[src/rtl/mdu_pkg.sv]
// Shared RV32M definitions for the multiply/divide unit
// and its execute-stage issue controller.
package mdu_pkg;

  localparam logic [2:0] F3_MUL    = 3'b000;
  localparam logic [2:0] F3_MULH   = 3'b001;
  localparam logic [2:0] F3_MULHSU = 3'b010;
  localparam logic [2:0] F3_MULHU  = 3'b011;
  localparam logic [2:0] F3_DIV    = 3'b100;
  localparam logic [2:0] F3_DIVU   = 3'b101;
  localparam logic [2:0] F3_REM    = 3'b110;
  localparam logic [2:0] F3_REMU   = 3'b111;

  localparam logic [31:0] INT_MIN  = 32'h8000_0000;
  localparam logic [31:0] ALL_ONES = 32'hFFFF_FFFF;

  typedef enum logic [1:0] {
    S_IDLE,
    S_BUSY,
    S_DRAIN,
    S_DONE
  } mdu_state_t;

endpackage

[src/rtl/mdu_issue_ctrl_fastpath.sv]
// Resolves divide-by-zero and signed-overflow cases
// without a trip through the mdu.
module mdu_fastpath
  import mdu_pkg::*;
(
  input  logic [2:0]  op,
  input  logic [31:0] rs1,
  input  logic [31:0] rs2,
  output logic        is_fast,
  output logic [31:0] fast_result
);

  logic by_zero;
  logic ovf;
  logic is_div;
  logic is_rem;

  assign by_zero = (rs2 == '0);
  assign ovf     = (rs1 == INT_MIN) && (rs2 == ALL_ONES);
  assign is_div  = (op == F3_DIV) || (op == F3_DIVU);
  assign is_rem  = (op == F3_REM) || (op == F3_REMU);

  // Pick the architecturally defined result for the corner cases
  always_comb begin
    is_fast     = 1'b0;
    fast_result = '0;
    if (by_zero && is_div) begin
      is_fast     = 1'b1;
      fast_result = ALL_ONES;
    end else if (by_zero && is_rem) begin
      is_fast     = 1'b1;
      fast_result = rs1;
    end else if (ovf && op == F3_DIV) begin
      is_fast     = 1'b1;
      fast_result = INT_MIN;
    end else if (ovf && op == F3_REM) begin
      is_fast     = 1'b1;
      fast_result = '0;
    end
  end

endmodule

[src/rtl/mdu_issue_ctrl.sv]
// EX-stage initiator for the mdu: issues requests, stalls
// the pipe, drains flushed ops and returns one writeback.
module mdu_issue_ctrl
  import mdu_pkg::*;
#(
  parameter int TIMEOUT_CYCLES = 64
) (
  input  logic        clk,
  input  logic        rst,
  input  logic        ex_valid,
  input  logic        ex_is_mdu,
  input  logic [2:0]  ex_funct3,
  input  logic [31:0] ex_rs1_val,
  input  logic [31:0] ex_rs2_val,
  input  logic [4:0]  ex_rd,
  input  logic        flush,
  output logic        stall,
  output logic [31:0] mdu_rs1,
  output logic [31:0] mdu_rs2,
  output logic [2:0]  mdu_op,
  output logic        mdu_valid,
  input  logic [31:0] mdu_result,
  input  logic        mdu_ready,
  output logic        wb_valid,
  output logic [4:0]  wb_rd,
  output logic [31:0] wb_data,
  output logic        mdu_err
);

  localparam int CW = $clog2(TIMEOUT_CYCLES) + 1;

  mdu_state_t     state, state_n;
  logic [CW-1:0]  cnt, cnt_n;
  logic [31:0]    wb_data_n;
  logic [31:0]    fast_result;
  logic           is_fast;
  logic           req;
  logic           issue;
  logic           rd_load;
  logic           err_set;
  logic           timeout;

  assign req     = ex_valid & ex_is_mdu & ~flush;
  assign timeout = (cnt == CW'(TIMEOUT_CYCLES - 1));

  mdu_fastpath u_fast (
    .op          (ex_funct3),
    .rs1         (ex_rs1_val),
    .rs2         (ex_rs2_val),
    .is_fast     (is_fast),
    .fast_result (fast_result)
  );

  // Hold the pipe while an op is being accepted or is outstanding
  assign stall = (state == S_BUSY)
               | (req & ((state == S_IDLE) | (state == S_DRAIN)));

  assign wb_valid = (state == S_DONE);

  // Next-state, counter and writeback-data selection
  always_comb begin
    state_n   = state;
    cnt_n     = cnt;
    wb_data_n = wb_data;
    issue     = 1'b0;
    rd_load   = 1'b0;
    err_set   = 1'b0;
    case (state)
      S_IDLE: begin
        if (req) begin
          rd_load = 1'b1;
          if (is_fast) begin
            wb_data_n = fast_result;
            state_n   = S_DONE;
          end else begin
            issue   = 1'b1;
            cnt_n   = '0;
            state_n = S_BUSY;
          end
        end
      end
      S_BUSY: begin
        cnt_n = cnt + 1'b1;
        if (mdu_ready && flush) begin
          state_n = S_IDLE;
        end else if (mdu_ready) begin
          wb_data_n = mdu_result;
          state_n   = S_DONE;
        end else if (timeout) begin
          err_set = 1'b1;
          if (flush) begin
            state_n = S_IDLE;
          end else begin
            wb_data_n = '0;
            state_n   = S_DONE;
          end
        end else if (flush) begin
          state_n = S_DRAIN;
        end
      end
      S_DRAIN: begin
        cnt_n = cnt + 1'b1;
        if (mdu_ready) begin
          state_n = S_IDLE;
        end else if (timeout) begin
          err_set = 1'b1;
          state_n = S_IDLE;
        end
      end
      S_DONE: begin
        state_n = S_IDLE;
      end
      default: begin
        state_n = S_IDLE;
      end
    endcase
  end

  // State and datapath registers
  always_ff @(posedge clk or posedge rst) begin
    if (rst) begin
      state     <= S_IDLE;
      cnt       <= '0;
      wb_data   <= '0;
      wb_rd     <= '0;
      mdu_rs1   <= '0;
      mdu_rs2   <= '0;
      mdu_op    <= '0;
      mdu_valid <= 1'b0;
      mdu_err   <= 1'b0;
    end else begin
      state     <= state_n;
      cnt       <= cnt_n;
      wb_data   <= wb_data_n;
      mdu_valid <= issue;
      mdu_err   <= mdu_err | err_set;
      if (rd_load) begin
        wb_rd <= ex_rd;
      end
      if (issue) begin
        mdu_rs1 <= ex_rs1_val;
        mdu_rs2 <= ex_rs2_val;
        mdu_op  <= ex_funct3;
      end
    end
  end

endmodule

[config.mk]
export PLATFORM = sky130hd
export DESIGN_NAME = mdu_issue_ctrl
export DESIGN_NICKNAME = d
export VERILOG_FILES = /design/src/rtl/mdu_pkg.sv /design/src/rtl/mdu_issue_ctrl_fastpath.sv /design/src/rtl/mdu_issue_ctrl.sv
export SDC_FILE = /design/constraint.sdc
export NUM_CORES = 1
export LEC_CHECK = 0
export ABC_AREA = 1
export BUFFER_PORTS_ARGS = -buffer_cell sky130_fd_sc_hd__buf_4
export CORE_MARGIN = 2
export CORE_UTILIZATION = 50
export CTS_CLUSTER_DIAMETER = 30
export DETAILED_ROUTE_END_ITERATION = 8
export HOLD_SLACK_MARGIN = 0.1
export PLACE_DENSITY = 0.86
export SLEW_MARGIN = 20
export SYNTH_ARGS = -nofsm -noshare
export SYNTH_HDL_FRONTEND = slang
export SYNTH_SLANG_ARGS = --single-unit
[constraint.sdc]
create_clock -name clk -period 5.3 [get_ports clk]
set_input_delay 0.265 -clock clk [delete_from_list [all_inputs] [get_ports clk]]
set_output_delay 0.265 -clock clk [all_outputs]
set_load 0.02 [all_outputs]
# Word level (Yosys, flattened, before mapping)
# Cells that the tools add are included.
[totals] register_bits=115 output_inout_bits=108 word_cells=87
[op_classes] n_addsub=1 eq_ne=18 mux=36 bitwise=7 n_reduce_logical=16
[op_table] op="32-bit two-way mux" count=9
[op_table] op="32-bit equality test (second input constant)" count=2
[op_table] op="32-bit one-hot mux with 2 select lines" count=1
[op_table] op="32-bit logical NOT" count=1
[op_table] op="2-bit two-way mux" count=9
[op_table] op="7-bit two-way mux" count=2
[op_table] op="7-bit one-hot mux with 2 select lines" count=1
[op_table] op="3-bit equality test (second input constant)" count=4
[op_table] op="1-bit two-way mux" count=12
[op_table] op="3-bit != test (second input constant)" count=3
[op_table] op="2-bit != test (second input constant)" count=4
[op_table] op="2-bit one-hot mux with 4 select lines" count=1
[op_table] op="7-bit by 1-bit adder with 7-bit output (second input constant)" count=1
[op_table] op="7-bit by 6-bit equality test with 1-bit output (second input constant)" count=1
[op_table] op="1-bit logical AND" count=6
[op_table] op="3-bit AND reduction" count=2
[op_table] op="6-bit AND reduction" count=1
[op_table] op="5-bit by 4-bit != test with 1-bit output (second input constant)" count=1
[op_table] op="2-bit equality test (second input constant)" count=2
[op_table] op="2-bit nonzero test" count=2
[op_table] op="1-bit AND" count=3
[op_table] op="1-bit OR" count=3
[op_table] op="2-bit by 1-bit equality test with 1-bit output (second input constant)" count=1
[op_table] op="2-bit logical NOT" count=1
[op_table] op="4 further kinds" count=5

# Logic depth before layout (Yosys ltp)
[depth] depth_word=10 ltp_mapped=13 depth_no_buf=12

# By module
# From an unflattened synthesis, not the netlist that was laid out.
[hier_totals] cells_unflattened=837 hier_area_um2=6043.3
[modules_own_cells] module="mdu_issue_ctrl" n_inst=1 cells_per_inst=664 area_each_um2=5321.4
[modules_own_cells] module="mdu_fastpath" n_inst=1 cells_per_inst=173 area_each_um2=721.9

# Worst setup path before layout
# No wires, ideal clock.
[synth_path] path_kind="register to register" from="register state[0]" to="register mdu_rs2[21]" setup_time_ns=0.065 arrival_time_ns=1.661 slack_ns=3.575 path_stages_with_launch=10 n_path_buf=1 synth_period_minus_slack_ns=1.725 cell_sequence="dfrtp_1 -> inv_1 -> ha_1 -> inv_1 -> nor2_2 -> nand3_2 -> inv_1 -> clkbuf_1 -> nand2_1 -> nand2_1"
[synth_between] elab_chain_len=2
[synth_rtl] item="start, declared" line_no="mdu_issue_ctrl.sv:32" text="mdu_state_t state, state_n;"
[synth_rtl] item="start signal, assigned" line_no="mdu_issue_ctrl.sv:132" text="state <= state_n;"
[synth_rtl] item="2-bit logical NOT" line_no="mdu_issue_ctrl.sv:68" text="case (state)"
[synth_rtl] item="1-bit two-way mux" line_no="mdu_issue_ctrl.sv:68"
[synth_rtl] item="end signal, assigned" line_no="mdu_issue_ctrl.sv:142" text="mdu_rs2 <= ex_rs2_val;"
[synth_rtl] item="end, declared" line_no="mdu_issue_ctrl.sv:19" text="output logic [31:0] mdu_rs2,"
# No other way between the ends.
# A chain may end at the register's enable or synchronous reset.

# Final worst setup path
[layout_path] from="input port ex_rs1_val[13]" to="register cnt[1]"
[layout_between] elab_chain_len=9
[layout_rtl] item="start, declared" line_no="mdu_issue_ctrl.sv:13" text="input logic [31:0] ex_rs1_val,"
[layout_rtl] item="32-bit equality test *" line_no="mdu_issue_ctrl_fastpath.sv:19" text="assign ovf = (rs1 == INT_MIN) && (rs2 == ALL_ONES);"
[layout_rtl] item="1-bit logical AND *" line_no="mdu_issue_ctrl_fastpath.sv:19"
[layout_rtl] item="1-bit logical AND" line_no="mdu_issue_ctrl_fastpath.sv:36" text="end else if (ovf && op == F3_REM) begin"
[layout_rtl] item="1-bit two-way mux" line_no="mdu_issue_ctrl_fastpath.sv:36"
[layout_rtl] item="1-bit two-way mux *" line_no="mdu_issue_ctrl_fastpath.sv:33" text="end else if (ovf && op == F3_DIV) begin"
[layout_rtl] item="1-bit two-way mux *" line_no="mdu_issue_ctrl_fastpath.sv:30" text="end else if (by_zero && is_rem) begin"
[layout_rtl] item="1-bit two-way mux *" line_no="mdu_issue_ctrl_fastpath.sv:27" text="if (by_zero && is_div) begin"
[layout_rtl] item="2-bit != test (no line) *"
[layout_rtl] item="3-bit AND reduction (no line) *"
[layout_rtl] item="end signal, assigned" line_no="mdu_issue_ctrl.sv:133" text="cnt <= cnt_n;"
[layout_rtl] item="end, declared" line_no="mdu_issue_ctrl.sv:33" text="logic [CW-1:0] cnt, cnt_n;"
# Every way passes the cells marked *; elsewhere a longest branch is shown, timed or not.

==> run_results.csv <==
group,metric,value,unit
critical_path,rr_endpoint,"cnt[1]",
floorplanning,ios,218,
placement,gp_congestion,0.945,
sta,drv_slew,0,
sta,fin_skew,0.00765,ns
sta,setup_violations,0,
clock_tree,insertion_delay,0.52,ns
cells_and_area,fillers,646,
min_path,worstHoldPathType,"primary input to flop",
clock_tree,cts_setup_buffers,0,
drt,drc_errors,0,
clock_tree,cts_tree,"built",
min_path,whs_path_depth,3,
cells_and_area,fin_cells,1227,
global_route,grt_max_degree,78,
cells_and_area,area_growth,58.1,%
floorplanning,die_h,110,um
global_route,grt_pass1_vias,6276,
clock_tree,clockBufferDepth,2,
min_path,hp-start,"ex_rs1_val[28]",
critical_path,cp-start-kind,"primary input",
sta,rsz0062_at_grt,"false",
power_and_ir_drop,power,4.36,mW
cells_and_area,finish.utilization,81.3,%
clock_tree,cts_root_buf,"clkbuf_8",
yosys,yosys.area.top_type,"dfrtp_1",
sta,relSlewSlack,34.4,%
global_route,track_usage,34.2,%
global_route,antenna_found_initial,0,
placement,place_inst,1094,
yosys,synth_area,5570,um2
yosys,yosysUniqueCellTypes,27,
drt,firstDrtPassIters,8,
sta,hold-worst-slack,0.127,ns
sta,timing.final.ws_setup,2.12,ns
critical_path,worst_path_most_repeated_cell,"nand2_1",
critical_path,cp_cell_sequence,"dlygate4sd3_1 -> buf_4 -> nor2_1 -> nand2_1 -> nor2_1 -> nand2_1 -> nor2_1 -> nand3_1 -> nand3_4 -> buf_4 -> nand2_1 -> nand2_1 -> o21ai_0",
yosys,syn_inst,765,
sta,setup_tns,0,ns
yosys,synth_warnings,0,
critical_path,crit_path_end_kind,"flop",
floorplanning,core,10800,um2
yosys,syn_avg_cell_area,7.28,um2
critical_path,rr_worst_depth,9,
yosys,syn_nets,880,
critical_path,crit_slowest_cell,"buf_4",
drt,ant_nets,0,
critical_path,max_stage_delay,0.68,ns
drt,drt_iter0_drc,612,
clock_tree,clk_pin_slew,0.06,ns
critical_path,r2r_slack,2.46,ns
critical_path,worstPathArrival,3.55,ns
power_and_ir_drop,p_per_area,495,nW/um2
critical_path,critPathRequiredTime,5.67,ns
sta,layout_min_cycle_time,3.18,ns
placement,placed_cell_area,7230,um2
cells_and_area,drive_above_1_share,23.6,%
placement,hpwl,11.8,mm
critical_path,crit_type,"primary input to flop",
floorplanning,initial_core_util,51.4,%
critical_path,crit_fanout,77,
sta,period_share,60.0,%
critical_path,r2r_start,"state[0]",
yosys,synth-seq-area-share,51.6,%
drt,viasPerCell,5.24,
sta,finalHoldViolCount,0,
run_status,status,"complete, no violations",
floorplanning,rows,38,
placement,io_buffers,217,
cells_and_area,fin_area,8810,um2
yosys,synth_area_leaders,"dfrtp_1 52%, nand2_1 28%, inv_1 4.0%, nor2_1 3.6%, o21ai_0 3.4%",
power_and_ir_drop,ir_worst_vdd,0.394,mV
sta,fmax,315,MHz
drt,via_count,6434,
placement,place_ws,2.37,ns
job,maxCapViolCount,0,
drt,totalWireLength,20.7,mm
clock_tree,cts_max_level,4,
yosys,yosysTopAreaCellShare,51.6,%
cells_and_area,num-nets-final,1190,
global_route,overflow,0,
yosys,ys_seq_elements,115,
floorplanning,die-area,12000,um2
clock_tree,cts_buffers,17,
power_and_ir_drop,p_leak,4.92,nW
sta,worst_slew_pin_slew,0.983,ns
min_path,hold-path-endpoint,"mdu_rs1[28]",
drt,wire_per_inst,16.9,um
clock_tree,cts_sinks,115,
global_route,grt_pass1_wl,30.8,mm
floorplanning,dieWidth,110,um
registers in the layout, indices dropped and copies added (netlist names):
| register | flops |
|---|---|
| cnt | 7 |
| mdu_err | 1 |
| mdu_op | 3 |
| mdu_rs1 | 32 |
| mdu_rs2 | 32 |
| mdu_valid | 1 |
| state | 2 |
| wb_data | 32 |
| wb_rd | 5 |
synthesized netlist by cell type:
cell type / instances
nand2_1: 420
dfrtp_1: 115
inv_1: 59
nor2_1: 54
o21ai_0: 38
clkbuf_1: 11
buf_4: 10
nand4_1: 10
nand3_1: 8
buf_2: 7
o21ai_1: 6
ha_1: 5
nor3_1: 5
buf_6: 3
a21oi_1: 2
a31o_2: 1
clkinv_2: 1
inv_2: 1
nand2_2: 1
nand3_2: 1
nor2_2: 1
o211ai_1: 1
o311ai_1: 1
o32ai_1: 1
or2_2: 1
xnor2_1: 1
xor2_1: 1
worst max-delay path, delay by kind of cell:
kind / cells / cell delay (ns)
AOI/OAI and AO/OA: 1 / 0.11
and+or+nand+nor: 9 / 1.76
buffers and inverters: 3 / 1.38
power by group:
part | internal, mW | switching [mW] | leakage, nW
clock network | 0.711 | 0.383 | 0.278
registers | 1.20 | 0.208 | 1.49
logic | 0.711 | 1.15 | 3.15
total | 2.62 | 1.74 | 4.92
routing by layer:
| layer | vias to the layer above | track usage (%) | wire length (um) |
|---|---|---|---|
| li1 | 2944 | - | - |
| met1 | 3017 | 38.9 | 7740 |
| met2 | 372 | 57.9 | 10300 |
| met3 | 101 | 8.83 | 1650 |
| met4 | 0 | 20.5 | 1010 |
| met5 | - | 0 | 0 |
layout make-up:
type                       instances  area [um2]  area share, %
sequential                       115        2880           32.7
timing repair buffer             322        2670           30.3
multi-input combinational        558        2290           26.0
clock buffer                      25         484           5.50
inverter                          61         233           2.64
tap                              140         175           1.99
clock inverter                     5        75.1          0.852
antenna                            1        2.50         0.0284
cell usage in the layout (no fill, tap or decap), drive strengths merged, types with 2 or more instances in the layout:
master / netlist / routed
nand2: 421 / 421
clkbuf: 11 / 25
bufinv: 0 / 2
dlygate4sd3: 0 / 102
nand3: 9 / 9
ha: 5 / 5
nand4: 10 / 10
inv: 60 / 60
a21oi: 2 / 2
buf: 20 / 220
o21ai: 44 / 44
nor3: 5 / 5
nor2: 55 / 55
clkinv: 1 / 4
dfrtp: 115 / 115
kinds of logic after synthesis:
group           after synthesis  synth area share [%]
fa+ha+maj                     5                  1.12
simple gates                501                  34.7
xor+xnor                      2                 0.314
flops                       115                  51.6
compound gates               50                  4.74
buf+inv                      92                  7.45
worst max path at each step:
| stage | startpoint | endpoint | cells after the start |
|---|---|---|---|
| 2_1_floorplan | rst | cnt[0] | 1 |
| 3_3_place_gp | ex_rs2_val[16] | cnt[0] | 12 |
| 3_5_place_dp | ex_rs2_val[16] | cnt[6] | 12 |
| 4_1_cts | ex_rs1_val[9] | cnt[1] | 13 |
| 5_1_grt | ex_rs2_val[20] | cnt[1] | 12 |
| 6_report | ex_rs1_val[13] | cnt[1] | 13 |
what timing repair did:
item,CTS,global route
gates resized for setup,0,0
hold endpoints to repair,153,0
hold buffers,102,0
No activity file was read; power rests on OpenSTA's default activity.
